File: config.mk
export PLATFORM = sky130hd
export DESIGN_NAME = keypad_entry
export DESIGN_NICKNAME = d
export VERILOG_FILES = /design/src/rtl/keypad_pkg.sv /design/src/rtl/keypad_scanner.sv /design/src/rtl/keypad_entry.sv
export SDC_FILE = /design/constraint.sdc
export NUM_CORES = 1
export LEC_CHECK = 0
export BUFFER_PORTS_ARGS = -buffer_cell sky130_fd_sc_hd__buf_2
export CORE_MARGIN = 1.5
export CORE_UTILIZATION = 40
export DETAILED_ROUTE_END_ITERATION = 7
export SETUP_SLACK_MARGIN = 0.1
export SLEW_MARGIN = 5
export SYNTH_ARGS = -nofsm -noshare
export SYNTH_HDL_FRONTEND = slang
export SYNTH_HIERARCHICAL = 1
export SYNTH_SLANG_ARGS = --single-unit
File: constraint.sdc
create_clock -name clk -period 1.95 [get_ports clk]
set_input_delay 0.0975 -clock clk [delete_from_list [all_inputs] [get_ports clk]]
set_output_delay 0.0975 -clock clk [all_outputs]
set_load 0.02 [all_outputs]
File: src/rtl/keypad_pkg.sv
// Shared definitions for the keypad calculator front end: key and op codes,
// state types and the physical key layout.
package keypad_pkg;

  localparam logic [3:0] KEY_DIGIT_MAX = 4'd9;
  localparam logic [3:0] KEY_ADD       = 4'd10;
  localparam logic [3:0] KEY_SUB       = 4'd11;
  localparam logic [3:0] KEY_MUL       = 4'd12;
  localparam logic [3:0] KEY_DIV       = 4'd13;
  localparam logic [3:0] KEY_EQ        = 4'd14;
  localparam logic [3:0] KEY_CLR       = 4'd15;

  localparam logic [2:0] OP_NONE = 3'd0;
  localparam logic [2:0] OP_ADD  = 3'd1;
  localparam logic [2:0] OP_SUB  = 3'd2;
  localparam logic [2:0] OP_MUL  = 3'd3;
  localparam logic [2:0] OP_DIV  = 3'd4;

  typedef enum logic [1:0] {ENTER_A, ENTER_B, DONE} entry_state_e;
  typedef enum logic [1:0] {SCAN, PRESS, RELEASE} scan_state_e;

  // Indexed by {row, col}; rows 0..2 carry 1-9 and + - *, row 3 is C 0 = /.
  localparam logic [15:0][3:0] KEY_MAP = {
    KEY_DIV, KEY_EQ, 4'd0, KEY_CLR,
    KEY_MUL, 4'd9,   4'd8, 4'd7,
    KEY_SUB, 4'd6,   4'd5, 4'd4,
    KEY_ADD, 4'd3,   4'd2, 4'd1
  };

  function automatic logic is_digit(input logic [3:0] k);
    return k <= KEY_DIGIT_MAX;
  endfunction

  function automatic logic [2:0] key_to_op(input logic [3:0] k);
    case (k)
      KEY_ADD: return OP_ADD;
      KEY_SUB: return OP_SUB;
      KEY_MUL: return OP_MUL;
      KEY_DIV: return OP_DIV;
      default: return OP_NONE;
    endcase
  endfunction

endpackage

File: src/rtl/keypad_scanner.sv
// Column scanner with row synchroniser and press/release debounce; emits one
// key_valid pulse per debounced press.
module keypad_scanner
  import keypad_pkg::*;
#(
  parameter int SCAN_DIV = 1000,
  parameter int DEBOUNCE = 16
) (
  input  logic       clk,
  input  logic       rst_n,
  input  logic [3:0] row_i,
  output logic [3:0] col_o,
  output logic       key_valid_o,
  output logic [3:0] key_code_o
);

  // Rows lag the column by the two synchroniser stages, so a column has to
  // dwell at least three cycles before its rows can be trusted.
  localparam int DWELL = (SCAN_DIV < 3) ? 3 : SCAN_DIV;
  localparam int SW    = $clog2(DWELL);
  localparam int DW    = $clog2(DEBOUNCE + 1);

  logic [3:0]    row_meta_q;
  logic [3:0]    row_sync_q;
  logic [3:0]    col_q;
  logic [SW-1:0] scan_cnt_q;
  logic [DW-1:0] deb_cnt_q;
  logic [3:0]    pattern_q;
  scan_state_e   state_q;
  logic          key_valid_q;
  logic [3:0]    key_code_q;

  logic [3:0] row_low;
  logic       single_low;
  logic [1:0] row_idx;
  logic [1:0] col_idx;

  always_comb begin
    row_low    = ~row_sync_q;
    single_low = (row_low != 4'd0) && ((row_low & (row_low - 4'd1)) == 4'd0);
    case (pattern_q)
      4'b1101: row_idx = 2'd1;
      4'b1011: row_idx = 2'd2;
      4'b0111: row_idx = 2'd3;
      default: row_idx = 2'd0;
    endcase
    case (col_q)
      4'b1101: col_idx = 2'd1;
      4'b1011: col_idx = 2'd2;
      4'b0111: col_idx = 2'd3;
      default: col_idx = 2'd0;
    endcase
  end

  always_ff @(posedge clk or negedge rst_n) begin
    if (!rst_n) begin
      row_meta_q  <= 4'hF;
      row_sync_q  <= 4'hF;
      col_q       <= 4'b1110;
      scan_cnt_q  <= '0;
      deb_cnt_q   <= '0;
      pattern_q   <= 4'hF;
      state_q     <= SCAN;
      key_valid_q <= 1'b0;
      key_code_q  <= 4'd0;
    end else begin
      row_meta_q  <= row_i;
      row_sync_q  <= row_meta_q;
      key_valid_q <= 1'b0;
      case (state_q)
        SCAN: begin
          if (scan_cnt_q >= SW'(2) && row_sync_q != 4'hF) begin
            state_q   <= PRESS;
            pattern_q <= row_sync_q;
            deb_cnt_q <= DW'(1);
          end else if (scan_cnt_q == SW'(DWELL - 1)) begin
            scan_cnt_q <= '0;
            col_q      <= {col_q[2:0], col_q[3]};
          end else begin
            scan_cnt_q <= scan_cnt_q + SW'(1);
          end
        end
        PRESS: begin
          if (row_sync_q == 4'hF) begin
            state_q    <= SCAN;
            scan_cnt_q <= '0;
          end else if (row_sync_q != pattern_q) begin
            pattern_q <= row_sync_q;
            deb_cnt_q <= DW'(1);
          end else if (single_low) begin
            if (int'(deb_cnt_q) + 1 >= DEBOUNCE) begin
              key_valid_q <= 1'b1;
              key_code_q  <= KEY_MAP[{row_idx, col_idx}];
              state_q     <= RELEASE;
              deb_cnt_q   <= '0;
            end else begin
              deb_cnt_q <= deb_cnt_q + DW'(1);
            end
          end
        end
        default: begin
          // Column stays frozen until the rows have been idle long enough.
          if (row_sync_q == 4'hF) begin
            if (int'(deb_cnt_q) + 1 >= DEBOUNCE) begin
              state_q    <= SCAN;
              scan_cnt_q <= '0;
              deb_cnt_q  <= '0;
            end else begin
              deb_cnt_q <= deb_cnt_q + DW'(1);
            end
          end else begin
            deb_cnt_q <= '0;
          end
        end
      endcase
    end
  end

  assign col_o       = col_q;
  assign key_valid_o = key_valid_q;
  assign key_code_o  = key_code_q;

endmodule

File: src/rtl/keypad_entry.sv
// Keypad calculator front end: scans the keypad and assembles two BCD
// operands and an operator from the debounced key stream.
module keypad_entry
  import keypad_pkg::*;
#(
  parameter int DIGITS   = 4,
  parameter int SCAN_DIV = 1000,
  parameter int DEBOUNCE = 16
) (
  input  logic                clk,
  input  logic                reset,
  input  logic [3:0]          row,
  output logic [3:0]          col,
  output logic [DIGITS*4-1:0] entry,
  output logic [DIGITS*4-1:0] operand_a,
  output logic [DIGITS*4-1:0] operand_b,
  output logic [2:0]          op,
  output logic                key_valid,
  output logic [3:0]          key_code,
  output logic                result_valid,
  output logic                overflow
);

  localparam int EW = DIGITS * 4;
  localparam int CW = $clog2(DIGITS + 1);

  entry_state_e  state_q;
  logic [EW-1:0] entry_q;
  logic [CW-1:0] count_q;
  logic [EW-1:0] operand_a_q;
  logic [EW-1:0] operand_b_q;
  logic [2:0]    op_q;
  logic          overflow_q;
  logic          result_valid_q;

  keypad_scanner #(
    .SCAN_DIV (SCAN_DIV),
    .DEBOUNCE (DEBOUNCE)
  ) u_scanner (
    .clk         (clk),
    .rst_n       (reset),
    .row_i       (row),
    .col_o       (col),
    .key_valid_o (key_valid),
    .key_code_o  (key_code)
  );

  always_ff @(posedge clk or negedge reset) begin
    if (!reset) begin
      state_q        <= ENTER_A;
      entry_q        <= '0;
      count_q        <= '0;
      operand_a_q    <= '0;
      operand_b_q    <= '0;
      op_q           <= OP_NONE;
      overflow_q     <= 1'b0;
      result_valid_q <= 1'b0;
    end else begin
      result_valid_q <= 1'b0;
      if (key_valid) begin
        if (key_code == KEY_CLR) begin
          state_q     <= ENTER_A;
          entry_q     <= '0;
          count_q     <= '0;
          operand_a_q <= '0;
          operand_b_q <= '0;
          op_q        <= OP_NONE;
          overflow_q  <= 1'b0;
        end else if (is_digit(key_code)) begin
          if (state_q == DONE) begin
            // A digit after a result starts a fresh calculation.
            operand_a_q <= '0;
            operand_b_q <= '0;
            op_q        <= OP_NONE;
            overflow_q  <= 1'b0;
            entry_q     <= EW'(key_code);
            count_q     <= CW'(1);
            state_q     <= ENTER_A;
          end else if (count_q < CW'(DIGITS)) begin
            entry_q <= (entry_q << 4) | EW'(key_code);
            count_q <= count_q + CW'(1);
          end else begin
            overflow_q <= 1'b1;
          end
        end else if (key_code == KEY_EQ) begin
          if (state_q == ENTER_B && count_q != '0) begin
            operand_b_q    <= entry_q;
            result_valid_q <= 1'b1;
            entry_q        <= '0;
            count_q        <= '0;
            state_q        <= DONE;
          end
        end else begin
          if (state_q == ENTER_A && count_q != '0) begin
            operand_a_q <= entry_q;
            op_q        <= key_to_op(key_code);
            entry_q     <= '0;
            count_q     <= '0;
            overflow_q  <= 1'b0;
            state_q     <= ENTER_B;
          end else if (state_q == ENTER_B && count_q == '0) begin
            op_q <= key_to_op(key_code);
          end
        end
      end
    end
  end

  assign entry        = entry_q;
  assign operand_a    = operand_a_q;
  assign operand_b    = operand_b_q;
  assign op           = op_q;
  assign overflow     = overflow_q;
  assign result_valid = result_valid_q;

endmodule
==> results of run 1 <==
[placed cells by master (no fill, tap or decap), drive strengths merged, types with 4 or more instances in the layout]
master	synthesis	final
a21oi	9	9
a22o	17	17
a31oi	5	5
and3	6	6
buf	16	143
clkbuf	10	10
dfrtp	81	81
dfstp	15	15
dlygate4sd3	0	5
ha	11	11
inv	25	30
mux2	17	17
mux2i	6	6
nand2	49	49
nand2b	4	4
nand3	29	29
nand3b	4	4
nor2	13	13
nor2b	7	7
nor3	6	6
nor4	5	5
o21ai	53	53
o31ai	9	9
xor2	10	10
[cells by family after synthesis]
family	share of synthesized area, %
AOI/OAI and AO/OA	17.4
xor gates and xnor gates	1.81
adders and majority gates	2.85
buffers and inverters	5.18
DFF	50.2
muxes	5.37
and+or+nand+nor	17.3
[cell usage after synthesis (all sizes together) (2+ instances only)]
master / n
dfrtp: 81
o21ai: 53
nand2: 49
nand3: 29
inv: 25
a22o: 17
mux2: 17
buf: 16
dfstp: 15
nor2: 13
ha: 11
clkbuf: 10
xor2: 10
a21oi: 9
o31ai: 9
nor2b: 7
and3: 6
mux2i: 6
nor3: 6
a31oi: 5
nor4: 5
nand2b: 4
nand3b: 4
or2: 3
a21boi: 2
a31o: 2
a32o: 2
a41oi: 2
and2: 2
and4: 2
nand4b: 2
o211a: 2
o211ai: 2
o21a: 2
o21bai: 2
o221ai: 2
[flip-flops by register name, indices dropped and copies added, names as in the netlist, 5 cells and up]
| signal | count |
|---|---|
| entry | 16 |
| operand_a | 16 |
| operand_b | 16 |
| u_scanner/scan_cnt_q | 10 |
| u_scanner/deb_cnt_q | 5 |
[stage by stage]
| step | cell area [um^2] | setup WS (ns) |
|---|---|---|
| 6_report | 6490 | -0.0574 |
| 5_1_grt | 6490 | -0.122 |
| 4_1_cts | 6260 | -0.0807 |
| 3_5_place_dp | 5700 | -0.123 |
| 3_3_place_gp | 5700 | -0.0398 |
| 2_1_floorplan | 4930 | -0.131 |
[routing by layer]
layer / GRT usage [%] / vias to the layer above / wire [um]
met5: 0 / - / 0
met4: 7.42 / 0 / 195
met2: 30.7 / 70 / 5630
li1: - / 1872 / -
met1: 22.8 / 1827 / 5060
met3: 3.16 / 14 / 337
[layout make-up]
class	instances	area [um^2]
repair buffers	148	1020
clock buffers	10	239
inverters	25	93.8
well taps	143	179
flip-flops and latches	96	2420
multi-input cells	304	2480
fillers	1007	5120
clock inverters	6	53.8
[critical path: stages (launching register included)]
cell,delay (ns)
dfstp_2,0.56
xor2_1,0.14
and3_4,0.20
inv_2,0.04
ha_4,0.14
mux2_4,0.25
a221o_1,0.29
mux2_4,0.26
[worst paths after layout]
path	startpoint	to	slack, ns	cells after the start
worst max-delay path	u_scanner/col_o[3]	u_scanner/key_code_o[1]	-0.06	7
worst min-delay path	reset	operand_b[13]	0.31	3
worst max register to register	u_scanner/col_o[3]	u_scanner/key_code_o[1]	-0.06	7
worst min register to register	u_scanner/row_meta_q[2]	u_scanner/row_sync_q[2]	0.36	0
max in group asynchronous	reset	u_scanner/key_code_o[2]	1.19	3
min in group clk	u_scanner/row_meta_q[2]	u_scanner/row_sync_q[2]	0.36	0
[what timing repair did]
action,in CTS,in global routing
hold buffers,5,0
pin swaps,12,15
endpoints found under the hold margin,85,0
gates cloned,1,0
setup buffers,15,12
setup endpoints to repair,57,78
gates resized for setup,29,40
[power breakdown]
group / internal, mW / leakage (nW) / switching (mW) / total [mW]
Clock: 0.927 / 0.142 / 0.819 / 1.75
Sequential: 2.03 / 1.28 / 0.0280 / 2.06
Combinational: 0.184 / 1.69 / 0.171 / 0.355
Total: 3.14 / 3.11 / 1.02 / 4.16
==> results.sh, run 1 <==
export IMPL_status="finished, violations left"
export IMPL_failed_checks="negative setup slack"
export IMPL_yosys_area_top_type="dfrtp_1"
export IMPL_core_area_mm2=0.0116
export IMPL_cp_max_fo=3
export IMPL_relSlewSlack_pct=57.5
export IMPL_whs_ns=0.312
export IMPL_synth_distinct_cells=74
export IMPL_fin_crit_sh_pct=103
export IMPL_finalNetCount=601
export IMPL_vias=3783
export IMPL_cts_num_sinks=96
export IMPL_antenna_left=0
export IMPL_yosysWarnings=6
export IMPL_drtPass1Iterations=4
export IMPL_ys_seq_area_share_pct=50.2
export IMPL_dieHeight_um=113
export IMPL_hpwl_um=7380
export IMPL_slew_viol_final=0
export IMPL_cts_buffers=9
export IMPL_ys_async_sr_fraction_pct=100
export IMPL_crit_arrival_ns=2.24
export IMPL_setup_viol=1
export IMPL_final_util_pct=55.9
export IMPL_ios=68
export IMPL_layout_min_cycle_time_ns=2.01
export IMPL_synth_edf_count=0
export IMPL_p_leak_nw=3.11
export IMPL_irDropWorstVdd_mv=0.455
export IMPL_finalNonFillerCells=732
export IMPL_layout_setup_ws_ns=-0.0574
export IMPL_cp_required_ns=2.19
export IMPL_hp_class="input pin to asynchronous set/reset pin"
export IMPL_rows=39
export IMPL_synthCells=450
export IMPL_gp_congestion=0.779
export IMPL_diodes=0
export IMPL_fmax_mhz=498
export IMPL_clock_root_buffer="clkbuf_16"
export IMPL_avgSynthCellArea_um2=10.7
export IMPL_grt_setup_unrepaired="true"
export IMPL_area_growth_pct=34.4
export IMPL_dieArea_mm2=0.0127
export IMPL_cts_htree_levels=3
export IMPL_cts_tree="yes"
export IMPL_clkTransAtPathRegs_ns=0.07
export IMPL_first_iter_violations=260
export IMPL_track_usage_pct=18.0
export IMPL_tns_ns=-0.0574
export IMPL_clk_path_buf_depth=2
export IMPL_via_per_inst=5.17
export IMPL_grt_antenna_before_repair=0
export IMPL_start_util_pct=41.6
export IMPL_p_per_area_mw_per_mm2=641
export IMPL_portBuffers=67
export IMPL_tightest_slew_ns=0.636
export IMPL_total_power_mw=4.16
export IMPL_drt_total_wl_um=11200
export IMPL_route_detailed_drc=0
export IMPL_synth_top_area_share_pct=42.0
export IMPL_cp_start_kind="flip-flop"
export IMPL_drive_above_1_share_pct=43.3
export IMPL_syn_area_mm2=0.00483
export IMPL_wl_per_cell_um=15.3
export IMPL_place_inst=688
export IMPL_cap_viol_max_count=0
export IMPL_insertion_delay_ns=0.36
export IMPL_finalClockSkew_ns=0.0123
export IMPL_overflow=0
export IMPL_syn_nets=467
export IMPL_end_kind="flip-flop"
export IMPL_ys_flop_type="dfrtp_1"
export IMPL_synth_seq_cells=96
export IMPL_grt_max_degree=97
export IMPL_first_global_vias=3802
export IMPL_critical_path_class="flip-flop to flip-flop"
export IMPL_fp_dieW_um=113
export IMPL_finalHoldViolations=0
export IMPL_grt_pass1_wl_um=18400
export IMPL_synth_area_leaders="dfrtp_1, dfstp_2, o21ai_0"
No activity file was read; power rests on OpenSTA's default activity.
==> run 2: changes to the inputs <==
Settings changed: CORE_UTILIZATION 40 to 30, SYNTH_HIERARCHICAL 1 to not set.
==> run 2 against run 1 <==
  * The flow now finishes without violations
  * Global-route usage shrank 4.1 points
  * Utilization shrank 13 points
  * Sequential power grew 9%
  * Critical path depth shrank 1
  * Cell count grew 8.2%
  * Die area grew 30%
  * Wire length grew 1.0%
  * Sequential share of layout area shrank 0.41 points
  * Clock-buffer cell count shrank 1
  * Design area grew 1.2%
  * Synthesized cell count grew 0.22%
  * Via count grew 0.63%
==> results.sh, run 2 <==
export IMPL_hpwl_um=7590
export IMPL_fin_crit_sh_pct=99.4
export IMPL_dieArea_mm2=0.0166
export IMPL_finalNetCount=593
export IMPL_synth_seq_cells=96
export IMPL_cp_required_ns=2.19
export IMPL_status="finished, final reports clean"
export IMPL_grt_antenna_before_repair=0
export IMPL_antenna_left=0
export IMPL_layout_min_cycle_time_ns=1.94
export IMPL_ff_latch_area_mm2=0.00242
export IMPL_track_usage_pct=13.9
export IMPL_rows=45
export IMPL_irDropWorstVdd_mv=0.886
export IMPL_first_iter_violations=134
export IMPL_drt_total_wl_um=11300
export IMPL_start_util_pct=31.0
export IMPL_critical_path_class="flip-flop to flip-flop"
export IMPL_setup_viol=0
export IMPL_fmax_mhz=516
export IMPL_tightest_slew_ns=0.343
export IMPL_relSlewSlack_pct=77.1
export IMPL_grt_pass1_wl_um=18400
export IMPL_finalHoldViolations=0
export IMPL_ys_seq_area_share_pct=51.1
export IMPL_yosysWarnings=0
export IMPL_cp_max_fo=5
export IMPL_synth_edf_count=0
export IMPL_multiInputGateArea_mm2=0.00246
export IMPL_fp_dieW_um=129
export IMPL_diodes=0
export IMPL_synthCells=451
export IMPL_first_global_vias=3835
export IMPL_top_layer="met4"
export IMPL_grt_setup_unrepaired="true"
export IMPL_finalClockSkew_ns=0.00783
export IMPL_synth_top_area_share_pct=42.8
export IMPL_drtPass1Iterations=4
export IMPL_vias=3807
export IMPL_end_kind="flip-flop"
export IMPL_ys_async_sr_fraction_pct=100
export IMPL_route_met2_wl_um=5670
export IMPL_synth_distinct_cells=63
export IMPL_crit_arrival_ns=2.18
export IMPL_area_growth_pct=38.6
export IMPL_core_area_mm2=0.0153
export IMPL_wl_per_cell_um=14.3
export IMPL_cp_start_kind="flip-flop"
export IMPL_gp_congestion=0.813
export IMPL_ios=68
export IMPL_stdcell_area_mm2=0.00657
export IMPL_p_leak_nw=3.22
export IMPL_synth_most_common_cell="dfrtp_1"
export IMPL_fill_cells=1470
export IMPL_via_per_inst=4.81
export IMPL_final_util_pct=42.9
export IMPL_cts_tree="yes"
export IMPL_yosys_area_top_type="dfrtp_1"
export IMPL_portBuffers=67
export IMPL_syn_nets=468
export IMPL_cts_htree_levels=3
export IMPL_drt_met1_wl_um=5070
export IMPL_dr_wl_met3_um=524
export IMPL_netlist_top_cells_count="dfrtp_1, nand2_1, o21ai_1, inv_1, mux2i_1"
export IMPL_cap_viol_max_count=0
export IMPL_overflow=0
export IMPL_cts_num_sinks=96
export IMPL_clkTransAtPathRegs_ns=0.07
export IMPL_drive_above_1_share_pct=43.0
export IMPL_layout_commonest_cell="dfrtp_1"
export IMPL_placed_area_mm2=0.00564
export IMPL_clock_root_buffer="clkbuf_16"
export IMPL_p_per_area_mw_per_mm2=863
export IMPL_synth_area_leaders="dfrtp_1, dfstp_2, mux2i_1"
export IMPL_ys_flop_type="dfrtp_1"
export IMPL_cts_buffers=9
export IMPL_grt_max_degree=42
export IMPL_slew_viol_final=0
export IMPL_route_detailed_drc=0
export IMPL_dieHeight_um=129
export IMPL_syn_area_mm2=0.00474
export IMPL_clk_path_buf_depth=2
export IMPL_hp_class="input pin to asynchronous set/reset pin"
export IMPL_insertion_delay_ns=0.35
export IMPL_avgSynthCellArea_um2=10.5
export IMPL_most_common_layout_cells="dfrtp_1, buf_2, buf_4"
-- run 2: repair_timing --
item	4_1_cts	5_1_grt
setup buffers	14	7
gates resized for setup	21	59
pin swaps	9	39
hold buffers	5	0
gates cloned	3	1
endpoints found under the setup margin	30	62
hold endpoints to repair	79	0
-- run 2: stage by stage --
step	hold slack, ns	std cells	total power, mW	setup TNS [ns]	worst slack [ns]
after global placement	0.00955	746	3.53	0	0.0397
after floorplan	-0.198	451	3.20	0	0.0101
after detailed placement	0.0145	746	3.58	-0.00674	-0.00674
after global routing	0.213	792	5.95	-0.176	-0.0328
after CTS	0.177	784	5.44	0	0.0448
final	0.181	792	5.67	0	0.0114
-- run 2: routing by layer --
| metal | track usage (%) | vias to the layer above |
|---|---|---|
| li1 | - | 1821 |
| met1 | 17.0 | 1903 |
| met2 | 24.1 | 75 |
| met3 | 4.24 | 8 |
| met4 | 2.91 | 0 |
| met5 | 0 | - |
-- run 2: kinds of logic after synthesis --
logic type	after synthesis	synth area share, %
DFF	96	51.1
xor gates and xnor gates	11	2.03
adders and majority gates	11	2.90
AOI/OAI and AO/OA	87	12.3
buffers and inverters	53	4.88
muxes	50	11.5
and+or+nand+nor	143	15.3
-- run 2: path summary, 6_finish.rpt --
path                                            to  depth (start not counted)  slack, ns               startpoint
setup reg to reg                     operand_a[15]                          6       0.01               count_q[1]
hold reg to reg            u_scanner.row_sync_q[1]                          0       0.36  u_scanner.row_meta_q[1]
hold / removal                        operand_b[0]                          2       0.18                    reset
setup / recovery                     operand_a[15]                          6       0.01               count_q[1]
min in group clk           u_scanner.row_sync_q[1]                          0       0.36  u_scanner.row_meta_q[1]
max in group asynchronous  u_scanner.row_meta_q[0]                          3       1.14                    reset
-- run 2: power by group --
group	internal [mW]	switching [mW]	leakage [nW]	total, mW
registers	2.13	0.122	1.28	2.25
logic	0.837	0.851	1.81	1.69
clock network	0.890	0.835	0.136	1.73
total	3.86	1.81	3.22	5.67
-- run 2: layout make-up --
cell class,instances,area share (%)
sequential,96,36.9
timing repair buffer,135,15.3
tap,211,4.02
clock buffer,9,3.43
inverter,32,1.94
clock inverter,7,0.914
multi-input combinational,302,37.5
-- run 2: critical path, cell delays in order (launching register included) --
cell and delay (ns):
dfrtp_1 0.36, inv_2 0.06, ha_4 0.15, nor2b_4 0.12, or3_4 0.37, a211o_4 0.44
mux2_4 0.32
==> run 3: changes to the inputs <==
Settings changed: SETUP_SLACK_MARGIN 0.1 to not set.
==> run 3 against run 2 <==
  * Global-route usage down 0.31 points
  * Hold slack improved by 0.041 ns
  * Wire length is 1.7% lower
  * Largest power group unchanged
  * Sequential share of layout area up 1.6 points
  * Sequential cell count stayed put
  * Maximum frequency fell by 0.20%
  * First-iteration DRC count shrank 6.0%
  * Sequential power hardly changed
  * Cell count decreased by 0.76%
  * Utilization decreased by 1.8 points
==> results.sh, run 3 (same netlist as run 2, synthesis figures left out) <==
export IMPL_portBuffers=67
export IMPL_antenna_left=0
export IMPL_cp_required_ns=2.18
export IMPL_finalHoldViolations=0
export IMPL_first_global_vias=3757
export IMPL_grt_pass1_wl_um=18000
export IMPL_final_util_pct=41.0
export IMPL_layout_setup_ws_ns=0.00750
export IMPL_diodes=0
export IMPL_overflow=0
export IMPL_vias=3754
export IMPL_grt_max_degree=35
export IMPL_relSlewSlack_pct=64.8
export IMPL_pre_cts_ws_ns=-0.167
export IMPL_via_per_inst=4.78
export IMPL_stdcell_area_mm2=0.00629
export IMPL_drt_total_wl_um=11100
export IMPL_endpoint="u_scanner.key_code_o[1]"
export IMPL_placed_area_mm2=0.00565
export IMPL_end_kind="flip-flop"
export IMPL_dieArea_mm2=0.0166
export IMPL_layout_min_cycle_time_ns=1.94
export IMPL_clock_root_buffer="clkbuf_16"
export IMPL_fp_dieW_um=129
export IMPL_setup_viol=0
export IMPL_cts_htree_levels=3
export IMPL_core_area_mm2=0.0153
export IMPL_cp_start_kind="flip-flop"
export IMPL_p_leak_nw=3.12
export IMPL_layout_commonest_cell="dfrtp_1"
export IMPL_finalClockSkew_ns=0.00640
export IMPL_tns_ns=0
export IMPL_fin_crit_sh_pct=99.6
export IMPL_grt_antenna_before_repair=0
export IMPL_irDropWorstVdd_mv=0.695
export IMPL_grt_setup_unrepaired="true"
export IMPL_cts_buffers=9
export IMPL_cts_num_sinks=96
export IMPL_r2r_start="u_scanner.col_o[3]"
export IMPL_ios=68
export IMPL_insertion_delay_ns=0.35
export IMPL_cp_max_fo=3
export IMPL_drive_above_1_share_pct=35.7
export IMPL_wl_per_cell_um=14.2
export IMPL_start_util_pct=31.0
export IMPL_clk_path_buf_depth=2
export IMPL_tightest_slew_ns=0.528
export IMPL_drtPass1Iterations=4
export IMPL_track_usage_pct=13.6
export IMPL_reg2reg_to="u_scanner.key_code_o[1]"
export IMPL_critical_path_class="flip-flop to flip-flop"
export IMPL_gp_congestion=0.817
export IMPL_hp_class="input pin to asynchronous set/reset pin"
export IMPL_p_per_area_mw_per_mm2=870
export IMPL_r2r_cells=9
export IMPL_cap_viol_max_count=0
export IMPL_area_growth_pct=32.6
export IMPL_most_common_layout_cells="dfrtp_1, buf_2, nand2_1"
export IMPL_fmax_mhz=515
export IMPL_whs_ns=0.222
export IMPL_cts_tree="yes"
export IMPL_slew_viol_final=0
export IMPL_clkTransAtPathRegs_ns=0.07
export IMPL_first_iter_violations=126
export IMPL_crit_arrival_ns=2.17
export IMPL_rrSetupSlack_ns=0.007
export IMPL_status="finished, final reports clean"
export IMPL_rows=45
export IMPL_setup_worst_path_start="u_scanner.col_o[3]"
export IMPL_hpwl_um=7670
export IMPL_dieHeight_um=129
export IMPL_finalNetCount=587
export IMPL_route_detailed_drc=0
## run 3: timing repair
action | in CTS | in global routing
endpoints found under the setup margin | 17 | 49
pin swaps | 1 | 7
gates resized for setup | 6 | 27
hold buffers | 5 | 0
endpoints found under the hold margin | 29 | 0
setup buffers | 4 | 4
cloned | 0 | 3
## run 3: report_power, final
group          switching, mW  leakage, nW  internal (mW)
clock network          0.803        0.148           1.01
registers             0.0987         1.28           2.13
logic                  0.774         1.70          0.657
## run 3: stage by stage
stage               power, mW  cells
floorplan                3.14    451
global placement         3.51    754
detailed placement       3.57    754
CTS                      5.47    779
global route             5.76    786
finish                   5.47    786
## run 3: per-layer routing
metal  global-route usage (%)  routed length, um
met4                     4.30                143
met5                        0                  0
met2                     22.2               5380
met1                     17.6               5140
met3                     3.49                489
## run 3: cell type report
class                           instances  area, um^2
Fill cell                            1484        9030
Timing Repair Buffer                  129         896
Clock inverter                          7        76.3
Clock buffer                            9         225
Sequential cell                        96        2420
Tap cell                              211         264
Inverter                               32         123
Multi-Input combinational cell        302        2280
## run 3: worst min path at each step
| stage | start | end | slack [ns] | depth (start not counted) |
|---|---|---|---|---|
| 2_1_floorplan | reset | count_q[0] | -0.20 | 0 |
| 3_3_place_gp | reset | operand_a[1] | 0.05 | 1 |
| 3_5_place_dp | reset | operand_a[1] | 0.06 | 1 |
| 4_1_cts | reset | operand_a[1] | 0.24 | 2 |
| 5_1_grt | reset | operand_a[1] | 0.25 | 2 |
| 6_report | reset | operand_a[1] | 0.22 | 2 |
## run 3: worst max-delay path, cell delays in order (launching register included)
cell and delay (ns):
dfstp_2 0.55, xor2_1 0.14, and3_4 0.22, inv_2 0.06, ha_4 0.14, nand2b_4 0.13
o22ai_2 0.11, nand2_1 0.09, o2bb2ai_2 0.13, mux2_4 0.25
